`src/rtl/ethhelper_tap_pkg.sv`:
```
// Shared constants, trailer field layout and drain-state encoding for the AXI R-channel tap.
package ethhelper_tap_pkg;

    localparam logic [1:0] RESP_OKAY   = 2'b00;
    localparam logic [1:0] RESP_EXOKAY = 2'b01;
    localparam logic [1:0] RESP_SLVERR = 2'b10;
    localparam logic [1:0] RESP_DECERR = 2'b11;

    // Trailer layout from bit 0 upwards: stream type, worst response, beat count.
    // The latched ID occupies the top bits of the word.
    localparam int unsigned TYPE_OFFSET = 0;
    localparam int unsigned RESP_WIDTH  = 2;
    localparam int unsigned CNT_WIDTH   = 9;

    typedef enum logic {
        StData,
        StTrailer
    } drain_state_e;

endpackage

```
`src/rtl/r_capture_fifo.sv`:
```
// Synchronous FIFO for captured R beats; the head entry is read combinationally.
module r_capture_fifo #(
    parameter int unsigned WIDTH = 8,
    parameter int unsigned DEPTH = 16
) (
    input  logic             clk,
    input  logic             resetn,
    input  logic             push,
    input  logic [WIDTH-1:0] wdata,
    input  logic             pop,
    output logic [WIDTH-1:0] rdata,
    output logic             full,
    output logic             empty
);

    localparam int unsigned AW = $clog2(DEPTH);
    localparam logic [AW:0] PTR_ONE = 1;

    logic [WIDTH-1:0] mem [DEPTH];
    logic [AW:0]      wptr_q;
    logic [AW:0]      rptr_q;
    logic             do_push;
    logic             do_pop;

    assign do_push = push && !full;
    assign do_pop  = pop && !empty;

    always_ff @(posedge clk or negedge resetn) begin
        if (!resetn) begin
            wptr_q <= '0;
            rptr_q <= '0;
        end else begin
            if (do_push) wptr_q <= wptr_q + PTR_ONE;
            if (do_pop)  rptr_q <= rptr_q + PTR_ONE;
        end
    end

    always_ff @(posedge clk) begin
        if (do_push) mem[wptr_q[AW-1:0]] <= wdata;
    end

    assign rdata = mem[rptr_q[AW-1:0]];
    // Extra pointer bit distinguishes full from empty when the indices match.
    assign empty = (wptr_q == rptr_q);
    assign full  = (wptr_q[AW] != rptr_q[AW]) && (wptr_q[AW-1:0] == rptr_q[AW-1:0]);

endmodule

```
`src/rtl/axi_r_stream_tap.sv`:
```
// AXI4 R-channel tap: forwards beats, buffers each accepted beat and drains them as a word
// stream, optionally closing every burst with a trailer (id, beat count, worst response).
module axi_r_stream_tap
    import ethhelper_tap_pkg::*;
#(
    parameter int unsigned DATA_WIDTH        = 128,
    parameter int unsigned ID_WIDTH          = 32,
    parameter int unsigned USER_WIDTH        = 64,
    parameter int unsigned FIFO_DEPTH        = 16,
    parameter bit          TRAILER_EN        = 1'b1,
    parameter int unsigned STREAM_TYPE_WIDTH = 3,
    parameter logic [STREAM_TYPE_WIDTH-1:0] STREAM_TYPE = '0
) (
    input  logic                  clk,
    input  logic                  resetn,
    input  logic                  can_forwardR,

    output logic [ID_WIDTH-1:0]   Fake_Sub_rid,
    output logic [DATA_WIDTH-1:0] Fake_Sub_rdata,
    output logic [1:0]            Fake_Sub_rresp,
    output logic                  Fake_Sub_rlast,
    output logic [USER_WIDTH-1:0] Fake_Sub_ruser,
    output logic                  Fake_Sub_rvalid,
    input  logic                  Fake_Sub_rready,

    input  logic [ID_WIDTH-1:0]   Real_Sub_rid,
    input  logic [DATA_WIDTH-1:0] Real_Sub_rdata,
    input  logic [1:0]            Real_Sub_rresp,
    input  logic                  Real_Sub_rlast,
    input  logic [USER_WIDTH-1:0] Real_Sub_ruser,
    input  logic                  Real_Sub_rvalid,
    output logic                  Real_Sub_rready,

    output logic                  output_valid,
    output logic [DATA_WIDTH-1:0] output_data,
    output logic                  output_last,
    input  logic                  output_ready
);

    localparam int unsigned ENTRY_W  = DATA_WIDTH + ID_WIDTH + 3;
    localparam int unsigned RESP_OFF = TYPE_OFFSET + STREAM_TYPE_WIDTH;
    localparam int unsigned CNT_OFF  = RESP_OFF + RESP_WIDTH;
    localparam logic [CNT_WIDTH-1:0] CNT_MAX = '1;

    logic                  fwd_ok;
    logic                  push;
    logic                  pop;
    logic                  fifo_full;
    logic                  fifo_empty;
    logic [ENTRY_W-1:0]    fifo_wdata;
    logic [ENTRY_W-1:0]    fifo_rdata;
    logic [DATA_WIDTH-1:0] head_data;
    logic [ID_WIDTH-1:0]   head_id;
    logic [1:0]            head_resp;
    logic                  head_last;
    logic [DATA_WIDTH-1:0] trailer;

    drain_state_e          state_q, state_d;
    logic [CNT_WIDTH-1:0]  cnt_q, cnt_d;
    logic [1:0]            resp_q, resp_d;
    logic [ID_WIDTH-1:0]   id_q, id_d;

    // Reset is folded in so both handshake sides stay closed while resetn is low.
    assign fwd_ok          = resetn && can_forwardR && !fifo_full;
    assign Fake_Sub_rvalid = Real_Sub_rvalid && fwd_ok;
    assign Real_Sub_rready = Fake_Sub_rready && fwd_ok;
    assign push            = Real_Sub_rvalid && Real_Sub_rready;

    assign Fake_Sub_rid   = Real_Sub_rid;
    assign Fake_Sub_rdata = Real_Sub_rdata;
    assign Fake_Sub_rresp = Real_Sub_rresp;
    assign Fake_Sub_rlast = Real_Sub_rlast;
    assign Fake_Sub_ruser = Real_Sub_ruser;

    assign fifo_wdata = {Real_Sub_rdata, Real_Sub_rid, Real_Sub_rresp, Real_Sub_rlast};
    assign {head_data, head_id, head_resp, head_last} = fifo_rdata;

    r_capture_fifo #(
        .WIDTH (ENTRY_W),
        .DEPTH (FIFO_DEPTH)
    ) u_fifo (
        .clk    (clk),
        .resetn (resetn),
        .push   (push),
        .wdata  (fifo_wdata),
        .pop    (pop),
        .rdata  (fifo_rdata),
        .full   (fifo_full),
        .empty  (fifo_empty)
    );

    always_comb begin
        trailer = '0;
        trailer[TYPE_OFFSET +: STREAM_TYPE_WIDTH] = STREAM_TYPE;
        trailer[RESP_OFF +: RESP_WIDTH]           = resp_q;
        trailer[CNT_OFF +: CNT_WIDTH]             = cnt_q;
        trailer[DATA_WIDTH-1 -: ID_WIDTH]         = id_q;
    end

    always_comb begin
        state_d      = state_q;
        cnt_d        = cnt_q;
        resp_d       = resp_q;
        id_d         = id_q;
        pop          = 1'b0;
        output_valid = 1'b0;
        output_data  = '0;
        output_last  = 1'b0;

        unique case (state_q)
            StData: begin
                output_valid = !fifo_empty;
                // Gate the head so an empty FIFO never exposes stale storage.
                if (!fifo_empty) begin
                    output_data = head_data;
                    output_last = head_last && !TRAILER_EN;
                end
                if (output_valid && output_ready) begin
                    pop    = 1'b1;
                    cnt_d  = (cnt_q == CNT_MAX) ? cnt_q : cnt_q + CNT_WIDTH'(1);
                    resp_d = (head_resp > resp_q) ? head_resp : resp_q;
                    id_d   = head_id;
                    if (head_last) begin
                        if (TRAILER_EN) begin
                            state_d = StTrailer;
                        end else begin
                            cnt_d  = '0;
                            resp_d = RESP_OKAY;
                        end
                    end
                end
            end
            StTrailer: begin
                output_valid = 1'b1;
                output_last  = 1'b1;
                output_data  = trailer;
                if (output_ready) begin
                    state_d = StData;
                    cnt_d   = '0;
                    resp_d  = RESP_OKAY;
                end
            end
            default: state_d = StData;
        endcase
    end

    always_ff @(posedge clk or negedge resetn) begin
        if (!resetn) begin
            state_q <= StData;
            cnt_q   <= '0;
            resp_q  <= RESP_OKAY;
            id_q    <= '0;
        end else begin
            state_q <= state_d;
            cnt_q   <= cnt_d;
            resp_q  <= resp_d;
            id_q    <= id_d;
        end
    end

endmodule

```
`config.mk`:
```
export PLATFORM = sky130hd
export DESIGN_NAME = axi_r_stream_tap
export DESIGN_NICKNAME = d
export VERILOG_FILES = /design/src/rtl/ethhelper_tap_pkg.sv /design/src/rtl/r_capture_fifo.sv /design/src/rtl/axi_r_stream_tap.sv
export SDC_FILE = /design/constraint.sdc
export NUM_CORES = 2
export LEC_CHECK = 0
export CORE_ASPECT_RATIO = 1.1
export CORE_MARGIN = 3
export CORE_UTILIZATION = 54
export CTS_BUF_LIST = sky130_fd_sc_hd__clkbuf_16
export DETAILED_ROUTE_END_ITERATION = 16
export MAX_ROUTING_LAYER = met4
export PLACE_DENSITY = 0.75
export SYNTH_ARGS = -nofsm -noshare
export SYNTH_HDL_FRONTEND = slang
export SYNTH_SLANG_ARGS = --single-unit
```
`constraint.sdc`:
```
create_clock -name clk -period 12.1 [get_ports clk]
set_clock_uncertainty 0.15 [all_clocks]
set_input_delay 2.42 -clock clk [delete_from_list [all_inputs] [get_ports clk]]
set_output_delay 2.42 -clock clk [all_outputs]
set_load 0.03 [all_outputs]
```
Yosys cells after proc, flatten, opt, wreduce, memory -nomap -nowiden
Memories as Yosys holds them, arrays and structs flattened. Index checks and enable logic that the tools add are counted.

Flip-flop bits (word level): 54. RAM bits: 2608. Input bits: 233. Memories kept: 1.

Add/subtract/negate cells: 3. $lt $le $gt $ge: 1. Equality and inequality tests: 8. Multiplexer cells: 20. Bitwise operators: 1. Reductions and logical operators: 14.

Memories: u_fifo.mem (depth 16, bits a word 163, read ports 1, clocked after Yosys merged registers in 0, write ports 1, RTL line r_capture_fifo.sv:19) `logic [WIDTH-1:0] mem [DEPTH];`.

Operator list (number): $pmux W128 S2 (1); $mux W128 (1); $mux W9 (3); $pmux W9 S2 (1); $add A5 B1 Y5 const B (2); $add A9 B1 Y9 const B (1); $eq A9 B9 Y1 const B (1); $logic_and A1 B1 Y1 (9); $ne A2 B2 Y1 const B (4); $mux W1 (7); $mux W2 (3); $pmux W1 S2 (3); $reduce_and A3 Y1 (2); $eq A5 B5 Y1 (1); $eq A4 B4 Y1 (1); $pmux W2 S2 (1); $gt A2 B2 Y1 (1); $logic_not A1 Y1 (2); $reduce_and A2 Y1 (1); $ne A1 B1 Y1 (1); $not A1 Y1 (1).

Longest topological paths before layout
Word-level depth: 9. Mapped depth: 12. Mapped depth without buffers: 10.

By module
A second synthesis with hierarchy kept.

Cell total of the unflattened synthesis: 4944. Area, all modules: 104577.8 µm².

Modules (own cells, without submodules): r_capture_fifo (instances 1, cells an instance 4409, area each 99864.5 µm², sequential area each 78565.4 µm²); axi_r_stream_tap (instances 1, cells an instance 535, area each 4713.3 µm², sequential area each 1101.1 µm²).

Least setup slack after synthesis
No wires, ideal clock.

Path kind: input to register. From: in resetn. To: mem u_fifo.mem[3][0] (netlist bit) (enable). Arrival: 13.970 ns. Path slack: -2.906 ns. Stages on the path: 5. Path buffers: 1. Cells stage by stage: nand2_1 -> a211oi_1 -> buf_2 -> nand2_1 -> nor3_1.

Longest elaborated chain between the ends: 7.

Ends and longest elaborated chain: start: declaration (RTL line axi_r_stream_tap.sv:15) `input logic resetn,`; $logic_and A1 B1 Y1 (2 in a row) (RTL line axi_r_stream_tap.sv:64) `assign fwd_ok = resetn && can_forwardR && !fifo_full;`; $logic_and A1 B1 Y1 (RTL line axi_r_stream_tap.sv:66) `assign Real_Sub_rready = Fake_Sub_rready && fwd_ok;`; $logic_and A1 B1 Y1 (RTL line axi_r_stream_tap.sv:67) `assign push = Real_Sub_rvalid && Real_Sub_rready;`; $logic_and A1 B1 Y1 (RTL line r_capture_fifo.sv:25) `assign do_push = push && !full;`; $mux W1 (RTL line r_capture_fifo.sv:39) `if (do_push) mem[wptr_q[AW-1:0]] <= wdata;`; $mux W1 (not written as such) (RTL line r_capture_fifo.sv:39); end: declaration (RTL line r_capture_fifo.sv:19).

No other way between the ends.

Worst setup path in the final report
From: reg u_fifo.rptr_q[1]. To: out output_data[107].

Longest elaborated chain between the ends: 3.

Ends and longest elaborated chain: start: declaration (RTL line r_capture_fifo.sv:21) `logic [AW:0] rptr_q;`; start signal: assignment (RTL line r_capture_fifo.sv:34) `if (do_pop) rptr_q <= rptr_q + PTR_ONE;`; $mem_v2 Z16 W163 / $eq A5 B5 Y1 (equally long branches); $mux W128 * (RTL line axi_r_stream_tap.sv:114) `if (!fifo_empty) begin`; $pmux W128 S2 * (RTL line axi_r_stream_tap.sv:110) `unique case (state_q)`; end: declaration (RTL line axi_r_stream_tap.sv:35) `output logic [DATA_WIDTH-1:0] output_data,`.

Mark *: on every way between the ends. The rest lies on a longest branch, timed or not.

==> summary.md <==
| Metric | Value |
|---|---|
| Number of global-route vias before repair | 50680 |
| Min Hold Slack | ~0.34 ns |
| Worst-path clk slew | about 0.060 ns |
| Final Setup Violations | 0 |
| Initial antenna violation count | 7 |
| Final Power | ~27 mW |
| Crit path time final | 8.60 ns |
| Prevailing post-synth register cell | edfxtp_1 |
| Global-route wire length before repair | 352000 µm |
| Final-report max-slew violation count | 0 |
| Vias/cell | around 6.4 |
| VDD IR max | 0.000300 V |
| Vias | a little under 50000 |
| Total Die Area | just under 200000 µm² |
| Setup_tns | 0 ns |
| Crit. End Element | output pin |
| Setup bufs post-CTS | 0 |
| Mapped Cells | around 4600 |
| Die W | roughly 420 µm |
| RD Place Congestion | approximately 0.82 |
| Syn nets | a little under 5000 |
| Clock Latency Late Sink | just under 0.9 ns |
| Status | complete, no violations |
| Mapped cell area | 103000 µm² |
| Mean Syn Cell Area | ~22 µm² |
| Root Buffer | clkbuf_16 |
| Footprint of the multi-input gates | 20700 µm² |
| Buffers on Ports | around 460 |
| Drt wl/cell | 31.3 µm |
| Post-CTS Resized | 0 |
| Pin count of the biggest net entering global routing | ~160 |
| Num CTS Buffers | approximately 280 |
| Synth warn | 0 |
| Final Hold Fails | 0 |
| Net count reported at finish | about 5200 |
| Seq/Total Area, Yosys | 0.771 |
| Max FO, Critical Path | between 40 and 50 |
| Max Cap Viol | 0 |
| Grt ovf | 0 |
| Register area | 79700 µm² |
| Worst setup SP type | flop |
| Initial Utilization | 0.546 |
| Routed Wire Length | 241000 µm |
| Power Density | between 200 and 250 nW/µm² |
| Worst-margin pin slew | roughly 1.2 ns |
| EDFF count, synth | 2608 |
| Arr. time, crit path | between 6 and 7 ns |
| Data required time at the worst endpoint | ~9.5 ns |
| FMAX | 0.116 GHz |
| Initial drt markers | slightly above 6000 |
| Period utilisation layout | 0.710 |
| GRT Resource Usage Total | 0.253 |
| Post-CTS Hold Buffers | 0 |
| Layout Area Growth over Synthesis | 13.7% |
| Clk buf depth | 4 |
| TritonRoute pass-1 iters | 7 |
| H-tree depth | 5 |
| Layout cell share with drive strength beyond 1 | 0.220 |
| Core box area | roughly 190000 µm² |
| Drt drc | 0 |
| Yosys cell types | between 40 and 50 |
| RSZ-0062 raised after global routing | no |
| Worst hold path type | reg2reg |
| Die height | roughly 460 µm |
| Crit Path Class | reg2out |
| FF-to-FF setup slack | 6.73 ns |
| Filler cells | 12551 |
| Number of core rows | roughly 170 |
| Slew HR | 0.173 |
| Clock sink count | 2662 |
| Io pins | about 590 |
| Final antenna-violating net count | 0 |
| R2R depth | 11 |
| Synth Register Bits | between 2000 and 3000 |
| Hold path depth | 2 |
| CTS tree | yes |
| Pleak | ~37 nW |
| Dpl hpwl | between 100000 and 150000 µm |
| Synth async-reset ratio | 0.0203 |
[layout by cell type, fill, tap and decap left out, types with 43 or more instances in the layout]
cell and count:
dfrtp_1 49, nor2b_1 92, nand2_1 77, nor2_1 43, a211oi_1 170, mux2i_1 121
a22o_1 44, clkbuf_16 285, inv_1 78, mux4_2 652, clkinv_1 51, edfxtp_1 2608
buf_4 52, o21ai_1 67, clkdlybuf4s50_1 462
[metrics by stage]
| step | cells | util | area (µm²) | setup WS (ns) |
|---|---|---|---|---|
| floorplan | 4643 | - | 103000 | 2.11 |
| global placement | 7224 | 0.576 | 109000 | 4.32 |
| detailed placement | 7224 | 0.576 | 109000 | 4.34 |
| CTS | 7691 | 0.621 | 117000 | 3.36 |
| global route | 7696 | 0.621 | 117000 | 3.19 |
| finish | 7696 | 0.621 | 117000 | 3.50 |
[per-layer routing]
| metal | share of wire | vias up | global-route usage |
|---|---|---|---|
| li1 | - | 19945 | - |
| met1 | 0.38 | 26261 | 0.337 |
| met2 | 0.50 | 2704 | 0.397 |
| met3 | 0.091 | 485 | 0.0522 |
| met4 | 0.034 | 0 | 0.0851 |
| met5 | 0 | - | - |
[critical path, cell delays in order (launching register included)]
cell             delay (ns)
dfrtp_4                1.02
buf_4                  0.88
buf_4                  0.68
mux4_2                 0.58
a22o_1                 0.25
a221oi_1               0.86
o21ai_1                0.13
clkdlybuf4s50_1        0.64
[sequential cells by signal, summed over array words and instances, names as in the netlist]
signal,count
u_fifo.rptr_q,5
u_fifo.wptr_q,5
resp_q,2
id_q,32
state_q,1
cnt_q,9
u_fifo.mem,2608
[power by group]
part	internal (mW)	switching, mW	total (mW)
logic	3.67	4.89	8.56
registers	10.3	0.263	10.6
clock network	4.65	3.33	7.98
[cells by family after synthesis]
| logic type | count (synthesis) | share of synthesized area |
|---|---|---|
| adder cells (fa/ha/maj) | 9 | 0.00109 |
| XOR/XNOR | 14 | 0.00119 |
| flip-flops | 2662 | 0.771 |
| AO/OA/AOI/OAI | 398 | 0.0274 |
| buffers and inverters | 502 | 0.0295 |
| AND/OR/NAND/NOR | 252 | 0.0123 |
| multiplexers | 806 | 0.157 |
[final cells by class]
class | instances | share of cell area
sequential | 2662 | 0.678
clock inverter | 182 | 0.0111
antenna | 5 | 0.000106
tap | 2535 | 0.0270
inverter | 14 | 0.000447
timing repair buffer | 534 | 0.0460
multi-input combinational | 1479 | 0.176
clock buffer | 285 | 0.0607
[synth_stat cells, drive strengths merged (2+ instances only)]
cell	instances	area, µm²
mux4	652	14700
a22oi	5	37.5
a22o	44	385
a2bb2oi	2	17.5
nand3	2	10.0
ha	9	113
xor2	5	43.8
a211oi	171	1280
and4	3	26.3
mux2	33	372
nor2	44	165
dfrtp	54	1350
o22ai	15	93.8
buf	389	2630
a221oi	43	383
nor3	4	20.0
and3	17	106
edfxtp	2608	78300
clkbuf	99	373
nand4	4	25.0
a21oi	35	175
and2	5	31.3
inv	13	48.8
nand2	77	289
o32ai	2	17.5
nor2b	94	588
mux2i	121	1210
o21ai	72	360
xnor2	9	78.8
[worst paths after layout]
path	start	endpoint
setup / recovery	u_fifo.rptr_q[1]$_DFFE_PN0P_	output_data[107]
hold / removal	id_q[7]$_DFFE_PN0N_	id_q[7]$_DFFE_PN0N_
setup reg to reg	u_fifo.rptr_q[1]$_DFFE_PN0P_	resp_q[0]$_DFFE_PN0P_
hold reg to reg	id_q[7]$_DFFE_PN0N_	id_q[7]$_DFFE_PN0N_
max in group asynchronous	resetn	u_fifo.rptr_q[1]$_DFFE_PN0P_
min in group asynchronous	resetn	id_q[12]$_DFFE_PN0N_
Power figures use the tool's default switching activity.
